**src/rtl/color_dither_pkg.sv**
```systemverilog
// Shared definitions for the colour-depth reducer: mode encodings and a
// width-parametrised bit-reverse used to spread the temporal dither phase.
package color_dither_pkg;

  typedef enum logic [1:0] {
    MODE_TRUNC    = 2'd0,
    MODE_ROUND    = 2'd1,
    MODE_TEMPORAL = 2'd2,
    MODE_SIGDELTA = 2'd3
  } mode_t;

  localparam int unsigned BR_MAXW = 16;

  // Reverses the low w bits of v; bits at and above w return as zero.
  function automatic logic [BR_MAXW-1:0] bitrev(input logic [BR_MAXW-1:0] v,
                                                input int unsigned w);
    logic [BR_MAXW-1:0] r;
    r = '0;
    for (int unsigned i = 0; i < BR_MAXW; i++)
      if (i < w) r[i] = v[w-1-i];
    return r;
  endfunction

endpackage

```
**src/rtl/color_dither_cvt_if.sv**
```systemverilog
// Pixel bus into and out of the colour-depth reducer.
interface color_dither_cvt_if #(
  parameter int IW  = 6,
  parameter int OW  = 4,
  parameter int NCH = 3
);
  logic                vld_i;
  logic                sof_i;
  logic [1:0]          mode_i;
  logic [NCH*IW-1:0]   pix_i;
  logic                vld_o;
  logic [NCH*OW-1:0]   pix_o;

  modport master (output vld_i, sof_i, mode_i, pix_i, input  vld_o, pix_o);
  modport slave  (input  vld_i, sof_i, mode_i, pix_i, output vld_o, pix_o);
endinterface

```
**src/rtl/color_dither_chan.sv**
```systemverilog
// One colour channel: picks the increment bit for the active mode, adds it
// to the kept MSBs with saturation, and keeps the sigma-delta residue.
module color_dither_chan
  import color_dither_pkg::*;
#(
  parameter int IW = 6,
  parameter int OW = 4
) (
  input  logic             clk,
  input  logic             rst,
  input  logic             vld,
  input  logic             sof,
  input  logic [1:0]       mode,
  input  logic [IW-OW-1:0] ph,
  input  logic [IW-1:0]    pix,
  output logic [OW-1:0]    q
);
  localparam int DW = IW - OW;

  logic [OW-1:0] hi, q_nxt;
  logic [DW-1:0] frac, acc, acc_eff, ph_eff, ph_rev;
  logic [DW:0]   sum;
  logic          inc;

  assign hi      = pix[IW-1:DW];
  assign frac    = pix[DW-1:0];
  // A start-of-frame pixel is processed as if all dither state were zero.
  assign ph_eff  = sof ? '0 : ph;
  assign acc_eff = sof ? '0 : acc;
  assign ph_rev  = DW'(bitrev(BR_MAXW'(ph_eff), DW));
  assign sum     = {1'b0, acc_eff} + {1'b0, frac};

  always_comb begin
    inc = 1'b0;
    case (mode)
      MODE_TRUNC:    inc = 1'b0;
      MODE_ROUND:    inc = frac[DW-1];
      MODE_TEMPORAL: inc = (frac > ph_rev);
      MODE_SIGDELTA: inc = sum[DW];
      default:       inc = 1'b0;
    endcase
  end

  assign q_nxt = (&hi) ? '1 : hi + OW'(inc);

  always_ff @(posedge clk) begin
    if (rst) begin
      acc <= '0;
      q   <= '0;
    end else if (vld) begin
      q <= q_nxt;
      // Residue still advances while saturated, so full-scale error is dropped.
      if (mode == MODE_SIGDELTA) acc <= sum[DW-1:0];
      else if (sof)              acc <= '0;
    end
  end

endmodule

```
**src/rtl/color_dither_cvt.sv**
```systemverilog
// Colour-depth reducer top: shared dither phase counter, output valid and
// per-channel packing around NCH channel slices.
module color_dither_cvt
  import color_dither_pkg::*;
#(
  parameter int IW  = 6,
  parameter int OW  = 4,
  parameter int NCH = 3
) (
  input  logic              clk,
  input  logic              rst,
  color_dither_cvt_if.slave bus
);
  localparam int DW = IW - OW;

  logic [DW-1:0]              ph;
  logic                       vld_q;
  logic                       sof_eff;
  logic [NCH-1:0][OW-1:0]     pix_q;

  assign sof_eff = bus.vld_i & bus.sof_i;

  always_ff @(posedge clk) begin
    if (rst) begin
      ph    <= '0;
      vld_q <= 1'b0;
    end else begin
      vld_q <= bus.vld_i;
      // The sof pixel consumes phase 0, so the next pixel sees phase 1.
      if (bus.vld_i) ph <= sof_eff ? DW'(1) : ph + DW'(1);
    end
  end

  for (genvar c = 0; c < NCH; c++) begin : g_chan
    color_dither_chan #(.IW(IW), .OW(OW)) u_chan (
      .clk  (clk),
      .rst  (rst),
      .vld  (bus.vld_i),
      .sof  (sof_eff),
      .mode (bus.mode_i),
      .ph   (ph),
      .pix  (bus.pix_i[c*IW +: IW]),
      .q    (pix_q[c])
    );
  end

  assign bus.vld_o = vld_q;
  assign bus.pix_o = pix_q;

endmodule

```
**src/flat_wrapper.sv**
```systemverilog
// flat-port wrapper written by rule: the top's interface ports become plain ports
module color_dither_cvt_flat import color_dither_pkg::*;
#(
  parameter int IW  = 6,
  parameter int OW  = 4,
  parameter int NCH = 3
)
  (clk, rst, bus_vld_i, bus_sof_i, bus_mode_i, bus_pix_i, bus_vld_o, bus_pix_o);
  color_dither_cvt_if #(.IW(IW), .OW(OW), .NCH(NCH)) bus_i ();
  input  logic clk;
  input  logic rst;
  input wire logic [$bits(bus_i.vld_i)-1:0] bus_vld_i;
  input wire logic [$bits(bus_i.sof_i)-1:0] bus_sof_i;
  input wire logic [$bits(bus_i.mode_i)-1:0] bus_mode_i;
  input wire logic [$bits(bus_i.pix_i)-1:0] bus_pix_i;
  output wire logic [$bits(bus_i.vld_o)-1:0] bus_vld_o;
  output wire logic [$bits(bus_i.pix_o)-1:0] bus_pix_o;
  assign bus_i.vld_i = bus_vld_i;
  assign bus_i.sof_i = bus_sof_i;
  assign bus_i.mode_i = bus_mode_i;
  assign bus_i.pix_i = bus_pix_i;
  assign bus_vld_o = bus_i.vld_o;
  assign bus_pix_o = bus_i.pix_o;
  color_dither_cvt #(.IW(IW), .OW(OW), .NCH(NCH)) u_core (.clk(clk), .rst(rst), .bus(bus_i));
endmodule
```
**config.mk**
```make
export PLATFORM = sky130hd
export DESIGN_NAME = color_dither_cvt_flat
export DESIGN_NICKNAME = d
export VERILOG_FILES = /design/src/rtl/color_dither_pkg.sv /design/src/rtl/color_dither_cvt_if.sv /design/src/rtl/color_dither_chan.sv /design/src/rtl/color_dither_cvt.sv /design/src/flat_wrapper.sv
export SDC_FILE = /design/constraint.sdc
export NUM_CORES = 1
export LEC_CHECK = 0
export ABC_AREA = 1
export CORE_MARGIN = 3
export CORE_UTILIZATION = 53
export CTS_BUF_LIST = sky130_fd_sc_hd__clkbuf_4
export CTS_CLUSTER_SIZE = 8
export DETAILED_ROUTE_END_ITERATION = 10
export PLACE_DENSITY_LB_ADDON = 0.3
export SLEW_MARGIN = 20
export SYNTH_ARGS = -nofsm -noshare
export SYNTH_HDL_FRONTEND = slang
export SYNTH_SLANG_ARGS = --single-unit
```
**constraint.sdc**
```tcl
create_clock -name clk -period 4.01 [get_ports clk]
set_input_delay 0.401 -clock clk [delete_from_list [all_inputs] [get_ports clk]]
set_output_delay 0.401 -clock clk [all_outputs]
set_load 0.05 [all_outputs]
```
* After elaboration in Yosys (flattened, before gate mapping)
Index checks and enable logic that the tools add are counted.
Widths: inputs -> output; s select.
** Word-level totals
- Register bits after elaboration :: 21
- Output and inout port bits :: 13
** Operators by class
- Add/subtract/negate cells :: 7
- $lt $le $gt $ge :: 3
- Equal/unequal tests :: 3
- Muxes and demuxes :: 14
- Bitwise logic cells :: 1
- Reduce and logical (&&, ||, !) cells :: 4
** Operators by type and width (number)
- $mux 2 :: 8
- $add 4x1->4 :: 3
- $mux 4 :: 3
- $pmux 1 s4 :: 3
- $reduce_and 4->1 :: 3
- $add 2x2->3 :: 3
- $gt 2x2->1 :: 3
- $eq 2x2->1 const B :: 2
- $add 2x1->2 const B :: 1
- $eq 2x1->1 const B :: 1
- $logic_not 2->1 :: 1
- $and 1x1->1 :: 1

* Logic depth before layout (Yosys ltp)
Gate-level depths: netlist of the first run.
- Depth in word-level cells :: 6
- Depth in mapped cells :: 15
- Mapped depth without buffers :: 15

* Hierarchy
From an unflattened synthesis of the first run, not the netlist that was laid out.
** Second synthesis, totals
- Cells, all modules :: 210
- Area total of the unflattened synthesis :: 1433.9 µm²
** By module, submodules not included
- color_dither_chan :: instances 3, cells an instance 64, area each 436.7 µm², sequential area each 120.1 µm²
- color_dither_cvt :: instances 1, cells an instance 18, area each 123.9 µm², sequential area each 60.1 µm²

* Least setup slack after synthesis of the first run
Ideal clock, no wire load.
- Path type :: input-to-reg
- Start point :: in bus_sof_i
- End point :: reg u_core.g_chan[0].u_chan.q[1]
- Setup time :: 0.115 ns
- Data arrival time :: 2.053 ns
- Required time :: 3.895 ns
- Setup slack :: 1.842 ns
- Stages :: 13
- Buffers on the path :: 0
- Path through :: nand2_2 -> inv_1 -> nor2_1 -> ha_1 -> fa_1 -> nand2_1 -> nand2_1 -> inv_1 -> nand2_1 -> ha_1 -> ha_1 -> o21ai_0 -> inv_1
** On the way
- Longest elaborated chain between the ends :: 6
** RTL lines
- from (decl) :: line flat_wrapper.sv:13 : input wire logic [$bits(bus_i.sof_i)-1:0] bus_sof_i;
- $and 1x1->1 * :: line color_dither_cvt.sv:21 : assign sof_eff = bus.vld_i & bus.sof_i;
- $mux 2, on equally long branches :: line color_dither_chan.sv:29, color_dither_chan.sv:28
- $add 2x2->3 or $gt 2x2->1 (tied branches) :: line color_dither_chan.sv:31, color_dither_chan.sv:38
- $pmux 1 s4 * :: line color_dither_chan.sv:35 : case (mode)
- $add 4x1->4 * :: line color_dither_chan.sv:44 : assign q_nxt = (&hi) ? '1 : hi + OW'(inc);
- $mux 4 * :: line color_dither_chan.sv:44
- to (signal assigned) :: line color_dither_chan.sv:51 : q <= q_nxt;
- to (decl) :: line color_dither_chan.sv:16 : output logic [OW-1:0] q
Every way passes the cells marked *; elsewhere a longest branch is shown, timed or not.
A chain may end at the register's enable or synchronous reset.

* Worst setup path after layout of the first run
- Start point :: in bus_vld_i
- End point :: reg u_core.g_chan[0].u_chan.q[1]
** On the way
- Longest elaborated chain between the ends :: 6
** RTL lines
- from (decl) :: line flat_wrapper.sv:12 : input wire logic [$bits(bus_i.vld_i)-1:0] bus_vld_i;
- $and 1x1->1 :: line color_dither_cvt.sv:21
- $mux 2, on equally long branches :: line color_dither_chan.sv:29, color_dither_chan.sv:28
- $add 2x2->3 or $gt 2x2->1 (tied branches) :: line color_dither_chan.sv:31, color_dither_chan.sv:38
- $pmux 1 s4 :: line color_dither_chan.sv:35
- $add 4x1->4 :: line color_dither_chan.sv:44
- $mux 4 :: line color_dither_chan.sv:44
Parallel ways exist; a longest one is shown, timed or not.

==> results of run 1 <==
[registers in the layout (all words and copies together) (netlist names)]
name and flops:
u_core.bus.vld_o 1, u_core.g_chan.u_chan.acc 6, u_core.g_chan.u_chan.q 12, u_core.ph 2
[cells in the final DEF (no fill, tap or decap), drive strengths merged]
cell,instances
a21boi,2
a21oi,11
a31oi,6
buf,1
clkbuf,4
clkdlybuf4s50,36
clkinv,1
dfxtp,21
fa,3
ha,12
inv,23
nand2,44
nand3,19
nand3b,1
nor2,20
o211a,1
o21ai,17
xnor2,3
xor2,1
[how the worst max path moves through the flow]
stage                     startpoint                      endpoint  slack (ns)  cells past startpoint
after global placement     bus_vld_i  u_core.g_chan[2].u_chan.q[2]        1.22                     14
after global routing       bus_vld_i  u_core.g_chan[0].u_chan.q[1]        1.25                     14
after detailed placement   bus_vld_i  u_core.g_chan[0].u_chan.q[1]        1.13                     14
after CTS                  bus_vld_i  u_core.g_chan[0].u_chan.q[1]        1.43                     14
final                      bus_vld_i  u_core.g_chan[0].u_chan.q[1]        1.44                     14
after floorplan            bus_sof_i  u_core.g_chan[0].u_chan.q[1]        1.84                     13
[cells by family (layout without fill, tap and decap cells)]
group / after synthesis / count (layout) / share of synthesized area (%)
AOI/OAI and AO/OA: 37 / 37 / 15.0
xor gates and xnor gates: 4 / 4 / 2.59
adders and majority gates: 15 / 15 / 15.5
buffers and inverters: 28 / 65 / 9.16
DFF: 21 / 21 / 31.1
and+or+nand+nor: 84 / 84 / 26.6
[routing by layer]
layer / part of all wire [%] / wire, um / global-route usage [%] / up-vias
met5: 0 / 0 / 0 / -
met3: 5.3 / 178 / 5.29 / 8
li1: - / - / - / 695
met4: 2.4 / 80 / 7.80 / 0
met1: 42 / 1390 / 24.0 / 641
met2: 51 / 1690 / 38.6 / 50
[worst register-to-register path: stages (launching register included)]
cell and delay, ns:
dfxtp_1 0.41, nand2_1 0.14, ha_1 0.34, a21boi_0 0.16, nand2_1 0.08, nand2_1 0.06
nand2_1 0.05, nand2_1 0.06, ha_1 0.17, ha_1 0.23, o21ai_0 0.16, inv_1 0.06
[power groups by stage]
stage / sequential (mW) / clock [mW] / combinational, mW
4_1_cts: 0.234 / 0.111 / 0.173
3_3_place_gp: 0.237 / 0 / 0.165
5_1_grt: 0.235 / 0.118 / 0.188
3_5_place_dp: 0.238 / 0 / 0.172
6_report: 0.234 / 0.108 / 0.172
2_1_floorplan: 0.272 / 0 / 0.0714
[layout make-up]
type / count / area [sq um] / share of cell area (%)
Multi-Input combinational cell: 140 / 808 / 46.0
Sequential cell: 21 / 420 / 23.9
Timing Repair Buffer: 37 / 368 / 20.9
Inverter: 24 / 95.1 / 5.41
Tap cell: 28 / 35.0 / 1.99
Clock buffer: 4 / 30.0 / 1.71
[through the flow]
step | power (mW) | area [sq um] | std cells
finish | 0.514 | 1760 | 254
global route | 0.542 | 1760 | 254
floorplan | 0.343 | 1350 | 189
detailed placement | 0.410 | 1730 | 250
CTS | 0.517 | 1760 | 254
global placement | 0.402 | 1730 | 250
==> key figures, run 1 <==
Run status
  – Run status: finished, final reports clean

Timing
  – Min Tclk post-route: about 2.6 ns
  – Endpoints failing hold: 0
  – Final count of negative-setup-slack endpoints: 0
  – FMAX: slightly below 0.4 GHz
  – RSZ-0062 raised after global routing: no
  – Clock tree skew after final layout: around 0.0043 ns
  – Minimum setup slack in the final design: approximately 1.4 ns
  – Share of the clock period used by the worst path: ~64%
  – Setup TNS: 0 ns
  – Max-slew violation total from the final report: 0
  – Minimum hold slack: between 0.4 and 0.5 ns
  – Tightest Pin Transition: 0.496 ns
  – Relative slew slack: 66.9%

Setup path
  – Worst path required time: 4.22 ns
  – Largest stage delay on the critical path: 0.50 ns
  – Crit path buf inv count: 4
  – Cell with the largest stage delay on the worst path: clkdlybuf4s50_1
  – Critical R2R Launch: u_core.ph[0]
  – Internal reg-to-reg setup slack: 1.99 ns
  – Worst r2r path cells: 11
  – Critical Path, Cell by Cell: clkdlybuf4s50_1 > nand2_2 > inv_1 > nor2_1 > ha_1 > fa_1 > nand2_1 > nand2_1 > inv_1 > nand2_1 > ha_1 > ha_1 > o21ai_0 > inv_1
  – R2r endpoint: u_core.g_chan[0].u_chan.q[1]
  – Critical path endpoint category: flip-flop
  – Worst-path fanout max: 10
  – Largest delay share family, worst path: adder cells
  – Category of the most critical setup path: input port to flip-flop
  – Critical Path Start Type: input port
  – Worst Path Arrival: 2.78 ns

Synthesis
  – Share of flip-flops with an asynchronous set or reset: 0%
  – Number of warnings printed during yosys synthesis: 0
  – Number of cells produced by synthesis: 189
  – Post-synthesis net count: between 200 and 250
  – Count of different cell masters after synthesis: 24
  – Cell types occupying the most area after synthesis: dfxtp_1, nand2_1, ha_1, nand3_1, o21ai_0
  – Post-synth design cell area: ~0.0014 sq mm
  – Area fraction of the dominant cell type after synthesis: between 30% and 40%
  – Post-synth EDFFs: 0
  – Sequential fraction of the synthesis area: 31.1%
  – Number of storage elements in the synthesis netlist: 21
  – Post-synthesis average cell area: between 7 and 8 sq um
  – Most frequent cells after synthesis: nand2_1, dfxtp_1, inv_1
  – Most numerous cell in the Yosys netlist: nand2_1
  – Cell accounting for the most synthesized area: dfxtp_1
  – Flip-flop cell with the highest count after synthesis: dfxtp_1

Power and ir drop
  – Worst VDD drop: roughly 0.00028 V
  – Clock power frac: a little over a fifth
  – Switch share: 33.9%
  – Net load switching power: ~0.17 mW
  – Portion of total power attributed to combinational logic: around 34%
  – Static leakage: between 0.8 and 0.9 nW
  – Flop pwr share: 45.5%
  – Pwr Density: 293 mW/mm^2
  – Internal cell power: 0.340 mW

Detailed routing
  – Routed wire length: 3340 um
  – 1st-pass router iterations: 4
  – DRC errors left: 0
  – Number of vias per cell: between 5 and 6
  – Number of violations reported at the end of detailed-routing iteration 0: 36
  – Count of nets left with antenna violations after detail routing: 0
  – Vias post-DR: ~1400
  – Detail-routed net length per standard cell: roughly 13 um

Finish
  – # nets final: approximately 270
  – Layout cells sized above 1: a little under 5%
  – Post-Route Utilization: roughly three quarters
  – # diodes: 0
  – Number of filler cells placed in the layout: 193
  – Layout-stage area growth over the synthesis result: 29.9%

Global route
  – Initial antenna violation count: 0
  – Via count of the first global-routing pass: around 1400
  – Total grt overflow: 0
  – First-pass GRT wire length: roughly 5600 um
  – Maximum number of pins on one net before global-route repair: 30
  – Gr usage total: between 20% and 30%

Clock tree
  – Total clock buffers created by CTS: 3
  – Number of instances resized during post-cts repair: 0
  – CTS root buf: clkbuf_4
  – Max clock buf depth: 2
  – Setup fix buffers added after clock tree synthesis: 0
  – Number of sinks on the clock net: 21
  – Clock Latency Late Sink: about 0.30 ns
  – Clock slew at reported path FFs: around 0.11 ns
  – Hold-fix buffer count after cts: 0
  – CTS H-tree depth: 1
  – Clock tree from TritonCTS: built

Run
  – Number of max-cap violations: 0

Hold path
  – Min-Delay Startpoint: u_core.g_chan[2].u_chan.q[3]
  – Worst Hold Depth: 2
  – Hold path endpoint: u_core.g_chan[2].u_chan.q[3]
  – Tightest Hold Check Type: flip-flop to flip-flop

Floorplan
  – Initial Utilization: between 50% and 60%
  – Die area: between 0.003 and 0.004 sq mm
  – Number of cell rows: 17
  – Chip height: between 50 and 60 um
  – Die Width: between 50 and 60 um
  – Count of pins on the block boundary: 37
  – Placeable core region: between 0.002 and 0.0025 sq mm

Placement
  – Post-DP HPWL: around 2600 um
  – Port Buf Inserts: 36
  – Worst Setup Slack post-DPL: 1.13 ns
  – Routability congestion estimate: 0.858
Note: power is estimated with default switching activity, not from simulation.
==> run 2, diff against run 1 <==
--- a/config.mk
+++ b/config.mk
@@ -7,7 +7,7 @@
 export LEC_CHECK = 0
 export ABC_AREA = 1
 export CORE_MARGIN = 3
-export CORE_UTILIZATION = 53
+export CORE_UTILIZATION = 50
 export CTS_BUF_LIST = sky130_fd_sc_hd__clkbuf_4
 export CTS_CLUSTER_SIZE = 8
 export DETAILED_ROUTE_END_ITERATION = 10
==> constraint.sdc (replaced) <==
create_clock -name clk -period 2.6 [get_ports clk]
set_input_delay 0.26 -clock clk [delete_from_list [all_inputs] [get_ports clk]]
set_output_delay 0.26 -clock clk [all_outputs]
set_load 0.05 [all_outputs]
==> run 2 against run 1 <==
  * Critical endpoint unchanged
  * Clock power increased by 55%
  * Die area increased by 5.4%
  * Non-clock buffer count increased by 1
  * Final cell count increased by 1.2%
  * Register-to-register slack got worse by 1.4 ns
==> key figures, run 2 (synthesis results as in run 1) <==
Hold path
  – Min-Delay Startpoint: u_core.g_chan[2].u_chan.q[3]
  – Tightest Hold Check Type: flip-flop to flip-flop
  – Hold path endpoint: u_core.g_chan[2].u_chan.q[3]
  – Worst Hold Depth: 2 (unchanged)

Detailed routing
  – DRC errors left: 0 (unchanged)
  – Routed wire length: 3200 um (-4.2%)
  – Detail-routed net length per standard cell: 12.5 um (-5.3%)
  – Number of vias per cell: 5.25 (-4.4%)
  – Vias post-DR: 1348 (-3.3%)
  – 1st-pass router iterations: 4 (unchanged)
  – Count of nets left with antenna violations after detail routing: 0 (unchanged)
  – Number of violations reported at the end of detailed-routing iteration 0: 58 (+61%)

Power and ir drop
  – Static leakage: 0.807 nW (+0.47%)
  – Worst VDD drop: 0.000460 V (+67%)
  – Pwr Density: 449 mW/mm^2 (+53%)

Global route
  – Met1 Use GR: 25.6% (+1.6 points)
  – Via count of the first global-routing pass: 1299 (-6.0%)
  – Met3 track utilization from global routing: 3.56% (-1.7 points)
  – Total grt overflow: 0 (unchanged)
  – Gr usage total: 20.5% (-0.93 points)
  – Maximum number of pins on one net before global-route repair: 30 (unchanged)
  – Initial antenna violation count: 0 (unchanged)
  – First-pass GRT wire length: 5440 um (-2.1%)
  – Most crowded layer after global routing: met2
  – Met2 global-route usage: 35.3% (-3.3 points)

Placement
  – # placed instances: 253 (+1.2%)
  – Routability congestion estimate: 0.823 (-4.1%)
  – DP Area: 0.00174 sq mm (+0.58%)
  – Port Buf Inserts: 36 (unchanged)
  – Post-DP HPWL: 2460 um (-5.7%)

Setup path
  – Critical Path, Cell by Cell: clkdlybuf4s50_1 > nand2_2 > inv_1 > nor2_1 > ha_1 > fa_1 > nand2_1 > nand2_1 > inv_1 > nand2_1 > ha_1 > ha_1 > o21ai_0 > inv_1
  – Internal reg-to-reg setup slack: 0.64 ns (-1.35 ns)
  – Worst-path fanout max: 6 (-4)
  – Worst r2r path cells: 12 (+1)
  – R2r endpoint: u_core.g_chan[2].u_chan.q[2]
  – Worst Path Arrival: 2.46 ns (-0.32 ns)
  – Critical R2R Launch: u_core.g_chan[2].u_chan.acc[0]
  – Worst path required time: 2.83 ns (-1.39 ns)
  – Largest stage delay on the critical path: 0.50 ns (about the same)
  – Critical path endpoint category: flip-flop
  – Category of the most critical setup path: input port to flip-flop
  – Cell with the largest stage delay on the worst path: clkdlybuf4s50_1
  – Critical Path Start Type: input port

Timing
  – Max-slew violation total from the final report: 0 (unchanged)
  – FMAX: ~0.45 GHz
  – Min Tclk post-route: approximately 2.2 ns
  – Share of the clock period used by the worst path: a little under nine tenths
  – Minimum hold slack: 0.483 ns (+0.00561 ns)
  – Setup TNS: 0 ns (unchanged)
  – Final count of negative-setup-slack endpoints: 0 (unchanged)
  – Tightest Pin Transition: 0.500 ns (+0.00487 ns)
  – RSZ-0062 raised after global routing: no
  – Endpoints failing hold: 0 (unchanged)
  – Relative slew slack: 66.5% (-0.33 points)
  – Clock tree skew after final layout: 0.00672 ns (+0.00244 ns)

Finish
  – # nets final: 267 (+0.38%)
  – Commonest non-fill, non-tap cells in the layout: nand2_1, clkdlybuf4s50_1, inv_1, dfxtp_1, nor2_1
  – Regs by FF count: u_core.g_chan.u_chan.q (12), u_core.g_chan.u_chan.acc (6), u_core.ph (2)
  – Layout cells sized above 1: 5.29% (+0.42 points)
  – Most common cell after layout, fill and taps aside: nand2_1
  – Final instance area: 0.00176 sq mm (+0.43%)
  – Register name with the most flops: u_core.g_chan.u_chan.q
  – Post-route insts no fill: 257 (+1.2%)
  – Number of filler cells placed in the layout: 206 (+6.7%)
  – Layout-stage area growth over the synthesis result: 30.4%
  – Largest register FFs: 12 (unchanged)
  – Post-Route Utilization: 69.9% (-5.8 points)
  – # diodes: 0 (unchanged)

Clock tree
  – Number of instances resized during post-cts repair: 0 (unchanged)
  – Clock slew at reported path FFs: 0.13 ns (+0.02 ns)
  – Max clock buf depth: 2 (unchanged)
  – Clock Latency Late Sink: 0.32 ns (+0.02 ns)
  – Clock tree from TritonCTS: built
  – CTS H-tree depth: 1 (unchanged)
  – Setup fix buffers added after clock tree synthesis: 0 (unchanged)
  – Hold-fix buffer count after cts: 0 (unchanged)
  – Total clock buffers created by CTS: 3 (unchanged)
  – CTS root buf: clkbuf_4
  – Number of sinks on the clock net: 21 (unchanged)

Floorplan
  – Die Width: 58.0 um (+2.6%)
  – Chip height: 58.0 um (+2.6%)
  – Placeable core region: 0.00252 sq mm (+8.8%)
  – Die area: 0.00337 sq mm (+5.4%)
  – Initial Utilization: 53.6% (-4.7 points)
  – Count of pins on the block boundary: 37 (unchanged)
  – Number of cell rows: 18 (+1)

Run
  – Number of max-cap violations: 0 (unchanged)

Run status
  – Run status: finished, final reports clean
==> run 2: power breakdown <==
part | leakage [nW] | switching [mW] | internal [mW]
registers | 0.174 | 0.0145 | 0.346
clock network | 0.0177 | 0.110 | 0.0577
logic | 0.615 | 0.155 | 0.109
==> run 2: worst max-delay path: cells and delay by family <==
| family | cells | cell delay, ns |
|---|---|---|
| adders and majority gates | 4 | 1.01 |
| buffers and inverters | 4 | 0.76 |
| AOI/OAI and AO/OA | 1 | 0.15 |
| and+or+nand+nor | 5 | 0.29 |
==> run 2: cell type report <==
| class | instances | area, sq um | share of cell area [%] |
|---|---|---|---|
| Clock buffer | 3 | 22.5 | 1.28 |
| Timing Repair Buffer | 38 | 375 | 21.3 |
| Clock inverter | 1 | 5.00 | 0.284 |
| Sequential cell | 21 | 420 | 23.8 |
| Multi-Input combinational cell | 140 | 808 | 45.8 |
| Tap cell | 30 | 37.5 | 2.13 |
| Inverter | 24 | 95.1 | 5.39 |
==> run 2: how the worst max path moves through the flow <==
stage / to / slack (ns) / cells past startpoint / start
floorplan: u_core.g_chan[0].u_chan.q[1] / 0.57 / 13 / bus_sof_i
global placement: u_core.g_chan[0].u_chan.q[1] / 0.08 / 14 / bus_vld_i
detailed placement: u_core.g_chan[0].u_chan.q[1] / 0.03 / 14 / bus_vld_i
CTS: u_core.g_chan[0].u_chan.q[1] / 0.37 / 14 / bus_vld_i
global route: u_core.g_chan[0].u_chan.q[1] / 0.18 / 14 / bus_vld_i
finish: u_core.g_chan[0].u_chan.q[1] / 0.37 / 14 / bus_vld_i
==> run 2: metrics by stage <==
stage / worst slack, ns / total power [mW]
final: 0.366 / 0.792
after global routing: 0.180 / 0.832
after CTS: 0.370 / 0.795
after detailed placement: 0.0298 / 0.631
after global placement: 0.0818 / 0.622
after floorplan: 0.573 / 0.529
==> run 2: routing by layer <==
metal  wire, um  part of all wire, %
met3        144                  4.5
met5          0                    0
met2       1620                   51
met1       1400                   44
met4         39                  1.2
==> run 3, diff against run 2 <==
--- a/config.mk
+++ b/config.mk
@@ -7,7 +7,7 @@
 export LEC_CHECK = 0
 export ABC_AREA = 1
 export CORE_MARGIN = 3
-export CORE_UTILIZATION = 50
+export CORE_UTILIZATION = 40
 export CTS_BUF_LIST = sky130_fd_sc_hd__clkbuf_4
 export CTS_CLUSTER_SIZE = 8
 export DETAILED_ROUTE_END_ITERATION = 10
==> run 3 against run 2 <==
  * Routed wire length decreased by 5.8%
  * Non-clock buffer count increased by 2
  * Clock skew decreased by 0.0027 ns
  * Sequential cell count unchanged
  * Sequential share of layout area decreased by 0.43 points
  * Clock-buffer cell count unchanged
  * Sequential power about the same
  * Die area increased by 22%
  * Critical endpoint unchanged
  * Largest cell class unchanged
==> key figures, run 3 (synthesis results as in run 1) <==
Finish
  – Register name with the most flops: u_core.g_chan.u_chan.q
  – Commonest non-fill, non-tap cells in the layout: nand2_1, clkdlybuf4s50_1, inv_1, dfxtp_1, nor2_1
  – # nets final: 269 (+0.75%)
  – Layout-stage area growth over the synthesis result: 32.8%
  – Largest register FFs: 12 (unchanged)
  – Regs by FF count: u_core.g_chan.u_chan.q (12), u_core.g_chan.u_chan.acc (6), u_core.ph (2)
  – Most common cell after layout, fill and taps aside: nand2_1
  – # diodes: 0 (unchanged)
  – Layout cells sized above 1: 6.11% (+0.83 points)

Power and ir drop
  – Internal cell power: 0.514 mW (+0.25%)
  – Power after layout: 0.781 mW (-1.3%)
  – Static leakage: 0.817 nW (+1.2%)
  – Flop pwr share: 46.0% (+0.5 points)
  – Portion of total power attributed to combinational logic: 33.8% (+0.5 points)
  – Worst VDD drop: 0.000334 V (-27%)
  – Switch share: 34.2% (-1.0 points)
  – Pwr Density: 435 mW/mm^2 (-3.1%)
  – Clock power frac: 20.2% (-0.9 points)
  – Net load switching power: 0.267 mW (-4.1%)

Timing
  – Min Tclk post-route: 2.18 ns (-0.0527 ns)
  – Endpoints failing hold: 0 (unchanged)
  – Share of the clock period used by the worst path: 83.9% (-2.0 points)
  – Tightest Pin Transition: 0.509 ns (+0.00840 ns)
  – Setup TNS: 0 ns (unchanged)
  – Clock tree skew after final layout: 0.00400 ns (-0.00272 ns)
  – Final count of negative-setup-slack endpoints: 0 (unchanged)
  – Max-slew violation total from the final report: 0 (unchanged)
  – FMAX: 0.458 GHz (+2.4%)
  – Relative slew slack: 66.0% (-0.56 points)
  – RSZ-0062 raised after global routing: no

Setup path
  – Cell with the largest stage delay on the worst path: clkdlybuf4s50_1
  – Largest stage delay on the critical path: 0.49 ns (about the same)
  – Critical path endpoint category: flip-flop
  – Category of the most critical setup path: input port to flip-flop
  – Critical Path Start Type: input port
  – Worst Path Arrival: 2.39 ns (-0.07 ns)
  – Worst-path fanout max: 4 (-2)
  – Critical Path, Cell by Cell: clkdlybuf4s50_1 > nand2_2 > inv_1 > nor2_1 > ha_1 > fa_1 > nand2_1 > nand2_1 > inv_1 > nand2_1 > ha_1 > ha_1 > o21ai_0 > inv_1
  – Worst path required time: 2.81 ns (-0.02 ns)

Detailed routing
  – Number of vias per cell: 4.88 (-6.9%)
  – Routed wire length: 3020 um (-5.8%)
  – 1st-pass router iterations: 4 (unchanged)
  – Count of nets left with antenna violations after detail routing: 0 (unchanged)
  – Number of violations reported at the end of detailed-routing iteration 0: 43 (-26%)
  – Vias post-DR: 1333 (-1.1%)
  – Detail-routed net length per standard cell: 11.0 um (-11%)
  – DRC errors left: 0 (unchanged)

Run status
  – Run status: finished, final reports clean

Floorplan
  – Die Width: 64.2 um (+11%)
  – Count of pins on the block boundary: 37 (unchanged)
  – Initial Utilization: 43.2% (-10 points)
  – Number of cell rows: 20 (+2)
  – Chip height: 64.2 um (+11%)
  – Placeable core region: 0.00313 sq mm (+24%)
  – Die area: 0.00412 sq mm (+22%)

Global route
  – Gr usage total: 15.7% (-4.8 points)
  – Maximum number of pins on one net before global-route repair: 30 (unchanged)
  – Initial antenna violation count: 0 (unchanged)
  – Via count of the first global-routing pass: 1244 (-4.2%)
  – First-pass GRT wire length: 5290 um (-2.8%)
  – Total grt overflow: 0 (unchanged)

Hold path
  – Tightest Hold Check Type: flip-flop to flip-flop

Clock tree
  – Number of instances resized during post-cts repair: 0 (unchanged)
  – Setup fix buffers added after clock tree synthesis: 0 (unchanged)
  – Total clock buffers created by CTS: 3 (unchanged)
  – CTS H-tree depth: 1 (unchanged)
  – Clock slew at reported path FFs: 0.12 ns (about the same)
  – Clock Latency Late Sink: 0.30 ns (-0.02 ns)
  – Max clock buf depth: 2 (unchanged)
  – CTS root buf: clkbuf_4
  – Clock tree from TritonCTS: built
  – Hold-fix buffer count after cts: 0 (unchanged)
  – Number of sinks on the clock net: 21 (unchanged)

Run
  – Number of max-cap violations: 0 (unchanged)

Placement
  – Post-DP HPWL: 2360 um (-4.1%)
  – Routability congestion estimate: 0.796 (-3.3%)
  – Port Buf Inserts: 36 (unchanged)
-- run 3: changes by cell type in the layout (fill, tap and decap cells not counted) --
cell / change
buf_4: +2
-- run 3: through the flow --
stage	hold slack [ns]	cell area [sq um]	utilization [%]	cells	worst slack, ns
2_1_floorplan	0.329	1350	-	189	0.573
3_3_place_gp	0.463	1770	56.6	269	0.0927
3_5_place_dp	0.468	1770	56.6	269	0.0947
4_1_cts	0.488	1800	57.4	273	0.428
5_1_grt	0.510	1800	57.4	273	0.272
6_report	0.479	1800	57.4	273	0.419
-- run 3: routing by layer --
layer	global-route usage [%]	routed length, um
met5	0	0
met4	3.96	13
met3	3.51	135
met1	20.0	1400
met2	26.6	1460
-- run 3: worst max-delay path: cells and delay by family --
family	cells	cell delay [ns]
buf+inv	4	0.70
simple gates	5	0.29
fa+ha+maj	4	1.00
compound gates	1	0.15
-- run 3: power by group through the flow --
stage          registers, mW  logic, mW  clock network [mW]
6_report               0.360      0.264               0.158
5_1_grt                0.363      0.294               0.180
4_1_cts                0.360      0.267               0.165
3_5_place_dp           0.367      0.266                   0
3_3_place_gp           0.367      0.262                   0
2_1_floorplan          0.419      0.110                   0
-- run 3: final cells by class --
| cell class | count | area [sq um] |
|---|---|---|
| clock inverter | 1 | 5.00 |
| timing repair buffer | 40 | 390 |
| sequential | 21 | 420 |
| tap | 44 | 55.1 |
| inverter | 24 | 95.1 |
| multi-input combinational | 140 | 808 |
| clock buffer | 3 | 22.5 |
| fill | 306 | 1330 |
-- run 3: final timing paths --
kind                                start                            to  slack [ns]  depth (start not counted)
max                             bus_vld_i  u_core.g_chan[0].u_chan.q[1]        0.42                         14
min          u_core.g_chan[1].u_chan.q[3]  u_core.g_chan[1].u_chan.q[3]        0.48                          2
max reg2reg                  u_core.ph[0]  u_core.g_chan[0].u_chan.q[1]        0.63                         11
min reg2reg  u_core.g_chan[1].u_chan.q[3]  u_core.g_chan[1].u_chan.q[3]        0.48                          2
